==> config.mk <==
export PLATFORM = sky130hd
export DESIGN_NAME = mem_access_unit
export DESIGN_NICKNAME = d
export VERILOG_FILES = /design/src/rtl/mem_access_unit.sv
export SDC_FILE = /design/constraint.sdc
export NUM_CORES = 1
export LEC_CHECK = 0
export CORE_MARGIN = 3
export CORE_UTILIZATION = 40
export CTS_BUF_LIST = sky130_fd_sc_hd__clkbuf_8
export DETAILED_ROUTE_END_ITERATION = 8
export PLACE_DENSITY = 0.87
export SKIP_LAST_GASP = 1
export SLEW_MARGIN = 20
export SYNTH_ARGS = -nofsm -noshare
export SYNTH_HDL_FRONTEND = slang
export SYNTH_SLANG_ARGS = --single-unit
==> constraint.sdc <==
create_clock -name Clock -period 2.15 [get_ports Clock]
set_clock_uncertainty 0.1 [all_clocks]
set_input_delay 0.645 -clock Clock [delete_from_list [all_inputs] [get_ports Clock]]
set_output_delay 0.645 -clock Clock [all_outputs]
set_load 0.01 [all_outputs]
==> src/rtl/mem_access_unit.sv <==
// Memory-side stage: owns MAR/MDR and sequences synchronous RAM reads/writes with wait states.
// Requests are edge-detected CU strobes; Mem_Done lets the CU stall until the access lands.
module mem_access_unit #(
    parameter int unsigned ADDR_W      = 9,
    parameter int unsigned DATA_W      = 32,
    parameter int unsigned WAIT_STATES = 1
) (
    input  logic              Clock,
    input  logic              Reset,
    input  logic [DATA_W-1:0] BusMuxOut,
    input  logic              MARin,
    input  logic              MDRin,
    input  logic              Read,
    input  logic              Write,
    input  logic [DATA_W-1:0] mem_rdata,
    output logic [ADDR_W-1:0] MAR_q,
    output logic [DATA_W-1:0] MDR_q,
    output logic [ADDR_W-1:0] mem_addr,
    output logic [DATA_W-1:0] mem_wdata,
    output logic              mem_re,
    output logic              mem_we,
    output logic              Mem_Busy,
    output logic              Mem_Done,
    output logic              Mem_Err
);

    typedef enum logic [1:0] {StIdle, StRead, StWrite, StDone} state_e;

    localparam logic [3:0] WaitCnt = 4'(WAIT_STATES);

    state_e     state_q;
    logic [3:0] cnt_q;
    logic       read_d, write_d;
    logic       rd_req, wr_req, regs_open;

    always_comb begin
        rd_req    = Read & ~read_d;
        wr_req    = Write & ~write_d;
        regs_open = (state_q == StIdle) || (state_q == StDone);
        mem_addr  = MAR_q;
        mem_wdata = MDR_q;
        Mem_Busy  = (state_q != StIdle);
    end

    always_ff @(posedge Clock or posedge Reset) begin
        if (Reset) begin
            state_q  <= StIdle;
            cnt_q    <= 4'd0;
            read_d   <= 1'b0;
            write_d  <= 1'b0;
            MAR_q    <= '0;
            MDR_q    <= '0;
            mem_re   <= 1'b0;
            mem_we   <= 1'b0;
            Mem_Done <= 1'b0;
            Mem_Err  <= 1'b0;
        end else begin
            // Edge detectors track every cycle so a strobe held through an access never re-fires.
            read_d   <= Read;
            write_d  <= Write;
            mem_we   <= 1'b0;
            Mem_Done <= 1'b0;
            Mem_Err  <= 1'b0;
            if (MARin && regs_open) begin
                MAR_q <= BusMuxOut[ADDR_W-1:0];
            end
            if (MDRin && !Read && regs_open) begin
                MDR_q <= BusMuxOut;
            end
            case (state_q)
                StIdle: begin
                    if (rd_req && wr_req) begin
                        Mem_Err <= 1'b1;
                    end else if (rd_req) begin
                        state_q <= StRead;
                        cnt_q   <= WaitCnt;
                        mem_re  <= 1'b1;
                    end else if (wr_req) begin
                        state_q <= StWrite;
                        cnt_q   <= WaitCnt;
                        mem_we  <= 1'b1;
                    end
                end
                StRead: begin
                    if (cnt_q != 4'd0) begin
                        cnt_q <= cnt_q - 4'd1;
                    end else begin
                        MDR_q    <= mem_rdata;
                        mem_re   <= 1'b0;
                        Mem_Done <= 1'b1;
                        state_q  <= StDone;
                    end
                end
                StWrite: begin
                    if (cnt_q != 4'd0) begin
                        cnt_q <= cnt_q - 4'd1;
                    end else begin
                        Mem_Done <= 1'b1;
                        state_q  <= StDone;
                    end
                end
                default: state_q <= StIdle;
            endcase
        end
    end

endmodule

==> qor.yml <==
critical_path_peak_fanout: 4
max_cap_viol_count: 0
dpl.hpwl_mm: 5.70
max-vdd-ir-drop_uv: 737
p_seq_share_pct: 31.1
p_sw_share_pct: 35.4
relSlewSlack_pct: 72.2
synth_cells: 268
startpoint_type: "primary input"
rr_endpoint: "mem_re"
cp.required_ns: 2.23
drive_above_1_share_pct: 9.25
ys_async_sr_fraction_pct: 100
fin_crit_ns: 2.05
drt_iter0_drc: 86
clk_root_buffer_cell: "clkbuf_8"
synthesis.area_sq_um: 2770
critical_path.cell_chain: "clkdlybuf4s50_1, and2b_1, xor2_1, nand2_1, a221o_2"
rsz0062_at_grt: "false"
final-hold-violation-count: 0
slew_violations: 0
status: "completed"
hold_end: "mem_re"
fin_crit_sh_pct: 95.1
synth_seq_cells: 53
hold_class: "reg -> reg"
grt_pass1_wl_mm: 11.3
syn_avg_cell_area_sq_um: 10.4
num_io_pins: 157
syn_nets: 342
numCtsBuffers: 5
min_from: "mem_re"
antenna_found_initial: 0
design.die.area_sq_um: 7970
clkTransAtPathRegs_ns: 0.09
crit_path_top_delay_cell: "clkdlybuf4s50_1"
setup.worst_path.class: "in -> reg"
r2r_slack_ns: 0.19
grt_pass1_vias: 2293
first_pass_iters: 4
vias_per_cell: 4.99
ys_warn_count: 0
grtUsageTotal_pct: 18.4
cp-end-kind: "register"
holdWs_ns: 0.446
p_comb_share_pct: 59.3
overflow: 0
gp_congestion: 0.874
cp-startpoint: "Read"
synth_edf_count: 0
clkPwrFrac_pct: 9.6
rows: 29
port_buffers: 156
n_antenna_cell: 0
h-tree-depth: 2
syn_to_final_growth_pct: 54.9
chipHeight_um: 89.3
grt_max_degree: 34
reg2regPathDepth: 6
hold_path_depth: 2
ant_nets: 0
synth_ff_type: "dfrtp_1"
finalPower_mw: 5.91
clkLatencyLatePin_ns: 0.29
start_util_pct: 42.5
synth.distinct_cells: 38
cts_num_sinks: 53
utilization_pct: 65.8
wl_per_cell_um: 15.8
setup_violations: 0
coreArea_sq_um: 6530
worst_slew_pin_slew_ns: 0.415
cts_tree: "yes"
cp_num_buf_inv: 1
clock_path_buffers: 2
max_freq_ghz: 0.489
leakagePower_nw: 1.75
critical_path.top_delay_family: "buffers and inverters"
cp_data_arrival_time_ns: 2.13
fin_nets: 463
slowest_delay_ns: 0.51
drc: 0
synth_seq_area_share_pct: 47.8
r2r_start: "cnt_q[0]"
p_sw_mw: 2.09
fp.dieW_um: 89.3
p_int_mw: 3.81
cellPowerDensity_nw_per_um2: 1370
holdBufCountCts: 0
vias: 2324
drt_wl_total_mm: 7.37
[layout by cell type, fill, tap and decap left out, types with 3 or more instances in the layout]
| cell | synthesis | final |
|---|---|---|
| mux2_2 | 9 | 9 |
| nand2_1 | 36 | 36 |
| ha_1 | 4 | 4 |
| nor2_1 | 5 | 5 |
| nand2b_1 | 3 | 3 |
| dfrtp_1 | 53 | 53 |
| inv_1 | 8 | 8 |
| mux2i_1 | 32 | 32 |
| o21ai_0 | 32 | 32 |
| clkbuf_8 | 0 | 6 |
| buf_12 | 0 | 4 |
| buf_4 | 41 | 9 |
| clkdlybuf4s50_1 | 0 | 155 |
[state kept, by name, summed over array words and instances (netlist names)]
signal    cells
cnt_q         4
read_d        1
write_d       1
Mem_Err       1
state_q       2
Mem_Done      1
MAR_q         9
mem_we        1
MDR_q        32
mem_re        1
[power groups by stage]
stage / sequential (mW) / combinational [mW] / clock (mW)
floorplan: 1.99 / 1.78 / 0
global placement: 1.83 / 3.44 / 0
detailed placement: 1.86 / 3.53 / 0
CTS: 1.84 / 3.55 / 0.589
global route: 1.91 / 3.79 / 0.628
finish: 1.84 / 3.50 / 0.565
[worst register-to-register path, stage by stage, from the launching register on]
cell	delay, ns
dfrtp_1	0.42
inv_1	0.09
ha_1	0.19
nor3b_2	0.39
and2_2	0.31
a21boi_0	0.22
o22ai_1	0.12
[synthesized netlist by cell type (3+ instances only)]
master / n / area (sq um)
buf_2: 9 / 45.0
clkbuf_1: 4 / 15.0
mux2i_1: 32 / 320
nor2_1: 5 / 18.8
buf_4: 41 / 308
ha_1: 4 / 50.1
nand2_1: 36 / 135
nand2b_1: 3 / 18.8
mux2_2: 9 / 101
o21ai_0: 32 / 160
inv_1: 8 / 30.0
dfrtp_1: 53 / 1330
[kinds of logic after synthesis]
family,share of synthesized area (%)
adder cells (fa/ha/maj),1.80
AND/OR/NAND/NOR,10.6
multiplexers,15.2
buffers and inverters,14.5
AO/OA/AOI/OAI,9.79
flip-flops,47.8
XOR/XNOR,0.316
[repair_timing]
item | CTS | global route
endpoints found under the hold margin | 0 | 0
buffers inserted | 1 | 0
resized for setup | 1 | 0
setup endpoints to repair | 1 | 0
[how the worst max path moves through the flow]
stage | cells after the start | to | slack [ns]
detailed placement | 5 | cnt_q[1] | -0.22
CTS | 5 | cnt_q[1] | 0.1
finish | 5 | cnt_q[1] | 0.10
global route | 6 | mem_re | 0.02
global placement | 5 | cnt_q[1] | -0.15
floorplan | 1 | MAR_q[0] | 0.12
[layout make-up]
class / count / area [sq um]
Multi-Input combinational cell: 152 / 1050
Inverter: 8 / 30.0
Clock buffer: 6 / 82.6
Sequential cell: 53 / 1330
Timing Repair Buffer: 169 / 1710
Tap cell: 77 / 96.3
Clock inverter: 1 / 3.75
Fill cell: 520 / 2230
[stage by stage]
step	cell area, sq um	setup WS [ns]	setup TNS [ns]	instances
after floorplan	2770	0.119	0	268
after global placement	4210	-0.150	-1.68	458
after detailed placement	4210	-0.216	-3.18	458
after CTS	4300	0.0993	0	466
after global routing	4300	0.0242	0	466
final	4300	0.105	0	466
[layer usage]
metal	vias up	global-route usage, %	wire, um
li1	1110	-	-
met1	1109	21.9	2920
met2	103	34.0	3870
met3	2	3.59	557
met4	0	4.19	23
met5	-	0	0
Power figures use the tool's default switching activity.
==> patch 1 (config.mk and constraints unchanged) <==
The parameter `ADDR_W` goes from 9 to 8.
--- a/src/rtl/mem_access_unit.sv
+++ b/src/rtl/mem_access_unit.sv
@@ -3,3 +3,3 @@
 module mem_access_unit #(
-    parameter int unsigned ADDR_W      = 9,
+    parameter int unsigned ADDR_W      = 8,
     parameter int unsigned DATA_W      = 32,
Ports: changed (resized MAR_q and mem_addr); port bits go from 157 to 155. No check against the original RTL was run, so the function may have changed too.
==> patch 1 against the unedited design <==
- total power is 1.0% higher
- worst setup slack improved by 0.0044 ns
- via count decreased by 1.5%
- synthesized area decreased by 1.6%
- largest power group unchanged
- cell area decreased by 0.35%
- routed wire length fell by 1.4%
- die area fell by 1.5%
- combinational power fell by 2%
- critical endpoint unchanged
- critical path depth stayed put
- sequential cell count decreased by 1
- cell count fell by 0.43%
==> patch 1: results <==
{
  "status": "finished clean",
  "place_congestion": 0.763,
  "peakVddDrop_uv": 720,
  "buffer_area_share_pct": 39.3,
  "synth_seq_area_share_pct": 47.7,
  "post-dp-hpwl_um": 5790,
  "p_leak_nw": 1.75,
  "grt_pass1_vias": 2387,
  "route.met2.wl_um": 3690,
  "worst_pin_slew_ns": 0.413,
  "grt_util_met1_pct": 22.6,
  "syn_nets": 339,
  "grt_max_degree": 53,
  "nets": 460,
  "num-nonclk-buffers": 168,
  "ys_top_cells_by_area": "dfrtp_1 48%, mux2i_1 12%, buf_4 11%",
  "place_area_mm2": 0.00415,
  "vias": 2289,
  "hold_slack_ns": 0.434,
  "postCtsSetupBuffers": 0,
  "clkbuf_count": 7,
  "grt_usage_pct": 18.6,
  "syn_area_per_cell_um2": 10.3,
  "met1Wirelength_um": 3000,
  "grtUsageMet3_pct": 3.82,
  "multi_input_area_share_pct": 24.4,
  "ys_top_cells_by_count": "52 x dfrtp_1, 40 x buf_4, 36 x nand2_1",
  "core_area_mm2": 0.00649,
  "io_buffers": 154,
  "reg_top3": "MDR_q: 32 flops, MAR_q: 8 flops, cnt_q: 4 flops"
}
-- patch 1: cell types whose count changed after synthesis --
cell and delta:
buf_4 -1, dfrtp_1 -1, mux2_2 -1
-- patch 1: power groups by stage --
stage / clock network [mW] / registers, mW / logic, mW
3_3_place_gp: 0 / 1.80 / 3.38
4_1_cts: 0.736 / 1.82 / 3.46
3_5_place_dp: 0 / 1.83 / 3.46
2_1_floorplan: 0 / 1.95 / 1.75
5_1_grt: 0.772 / 1.89 / 3.71
6_report: 0.721 / 1.82 / 3.43
-- patch 1: cell families after synthesis --
logic type / Yosys count / synth area share, %
flip-flops: 52 / 47.7
XOR/XNOR: 1 / 0.321
multiplexers: 40 / 15.0
adder cells (fa/ha/maj): 4 / 1.83
AND/OR/NAND/NOR: 60 / 10.7
AO/OA/AOI/OAI: 46 / 9.94
buffers and inverters: 62 / 14.5
-- patch 1: repair_timing --
action,CTS,global route
hold endpoints to repair,0,0
setup endpoints to repair,1,8
resized for setup,1,1
==> patch 2 (config.mk and constraints unchanged) <==
Made on the original files. Put a register stage on the output `mem_wdata`, with the module's reset. The value now appears one clock later. The other outputs are not delayed to match.
--- a/src/rtl/mem_access_unit.sv
+++ b/src/rtl/mem_access_unit.sv
@@ -30,2 +30,4 @@
 
+    logic [DATA_W-1:0] mem_wdata_d;
+
     state_e     state_q;
@@ -40,3 +42,3 @@
         mem_addr  = MAR_q;
-        mem_wdata = MDR_q;
+        mem_wdata_d = MDR_q;
         Mem_Busy  = (state_q != StIdle);
@@ -106,2 +108,10 @@
 
+    always_ff @(posedge Clock or posedge Reset) begin
+        if (Reset) begin
+            mem_wdata <= '0;
+        end else begin
+            mem_wdata <= mem_wdata_d;
+        end
+    end
+
 endmodule
Check against the original RTL: not equivalent (a bounded check fails within 4 cycles, from zero or initial values and one cycle with Reset high).
==> patch 2 against the unedited design <==
- total power rose by 28%
- critical path depth fell by 1
- routed wire length rose by 20%
- worst setup slack got worse by 0.0050 ns
- sequential cell count rose by 32
- cell area rose by 24%
- first-iteration DRC count fell by 7.0%
- sequential share of layout area rose by 9.2 points
- synthesized area rose by 21%
- clock power rose by 110%
- via count rose by 14%
==> patch 2: results <==
{
  "holdPathStages": 0,
  "rr_worst_depth": 6,
  "reg_top3": "MDR_q: 32 flops, mem_wdata: 32 flops, MAR_q: 9 flops",
  "synth_cell_types": 39,
  "async_flop_share_pct": 100,
  "drive_gt1_share_pct": 11.1,
  "cts-root-buf": "clkbuf_8",
  "max_stage_delay_ns": 0.38,
  "n_fill_cell": 572,
  "crit_start": "state_q[0]",
  "syn_nets": 342,
  "status": "finished clean",
  "first_iter_violations": 80,
  "clockBufferDepth": 2,
  "ys_top_cells_by_area": "dfrtp_1 64%, mux2i_1 9.9%, o21ai_0 4.8%",
  "ff2ff_setup_slack_ns": 0.23,
  "ys_top_cells_by_count": "85 x dfrtp_1, 36 x nand2_1, 33 x mux2i_1",
  "grt_pass1_wl_um": 14700,
  "vias": 2646,
  "drt_pre_antenna_iters": 7,
  "post-dp-hpwl_um": 6710,
  "clk_latency_ns": 0.33,
  "p_leak_nw": 2.22,
  "critPathSlowestCell": "dfrtp_1",
  "cts_buffers": 9,
  "clkTransAtPathRegs_ns": 0.08,
  "antenna_found_initial": 0,
  "wirelength_um": 8860,
  "arrival_ns": 1.31,
  "synth_seq_area_share_pct": 63.6,
  "min_from": "MDR_q[19]",
  "grt_max_degree": 52,
  "peakVddDrop_uv": 698,
  "grt_usage_pct": 19.3,
  "critPathMaxFanout": 3,
  "nets": 503,
  "worst_pin_slew_ns": 0.436,
  "place_congestion": 0.906,
  "grt_pass1_vias": 2790,
  "htreeDepth": 3
}
==> patch 2: path summary, 6_finish.rpt <==
| path | to |
|---|---|
| worst max-delay path | Mem_Busy |
| worst min-delay path | mem_wdata[19] |
| worst max register to register | MDR_q[29] |
| worst min register to register | mem_wdata[19] |
| max in group asynchronous | mem_wdata[5] |
| min in group asynchronous | MDR_q[11] |
==> patch 2: cell families after synthesis <==
family | count (synthesis) | share of synthesized area (%)
buf+inv | 31 | 4.86
simple gates | 59 | 8.68
fa+ha+maj | 4 | 1.50
xor+xnor | 2 | 0.524
mux | 42 | 12.9
compound gates | 45 | 7.90
flops | 85 | 63.6
==> patch 2: layout make-up <==
type	count	area (µm²)	area share, %
sequential	85	2130	40.0
timing repair buffer	173	1750	33.0
multi-input combinational	152	1060	19.9
clock buffer	10	138	2.59
tap	102	128	2.40
clock inverter	5	76.3	1.44
inverter	8	33.8	0.636
==> patch 2: power breakdown <==
part           total, mW  internal, mW  leakage [nW]  switching (mW)
combinational       3.50          2.08          1.09            1.42
sequential          2.84          2.36          1.02           0.474
clock               1.20         0.674         0.110           0.530
==> patch 2: per-layer routing <==
| layer | vias to the layer above | track usage, % | wire, µm |
|---|---|---|---|
| met4 | 0 | 6.28 | 80 |
| li1 | 1228 | - | - |
| met1 | 1294 | 23.7 | 3530 |
| met3 | 7 | 4.88 | 706 |
| met5 | - | 0 | 0 |
| met2 | 117 | 33.2 | 4550 |
==> patch 2: repair_timing <==
item,4_1_cts,5_1_grt
resized for setup,1,1
setup buffers,1,0
endpoints found under the setup margin,1,1
hold buffers,0,0
pin swaps,0,0
==> patch 2: worst reg2reg max path, cell delays in order (launching register included) <==
cell and delay [ns]:
dfrtp_1 0.41, inv_1 0.09, ha_1 0.21, nor3b_2 0.36, and2_2 0.30, buf_12 0.19, o21ai_0 0.13
==> patch 2: metrics by stage <==
step,instance area [µm²],hold WS (ns),instances,worst slack (ns),setup TNS [ns]
final,5310,0.308,535,0.0996,0
after global routing,5310,0.325,535,0.0272,0
after CTS,5310,0.311,535,0.0509,0
after detailed placement,5090,0.292,519,-0.191,-2.70
after global placement,5090,0.284,519,-0.128,-0.986
after floorplan,3350,0.334,268,0.327,0
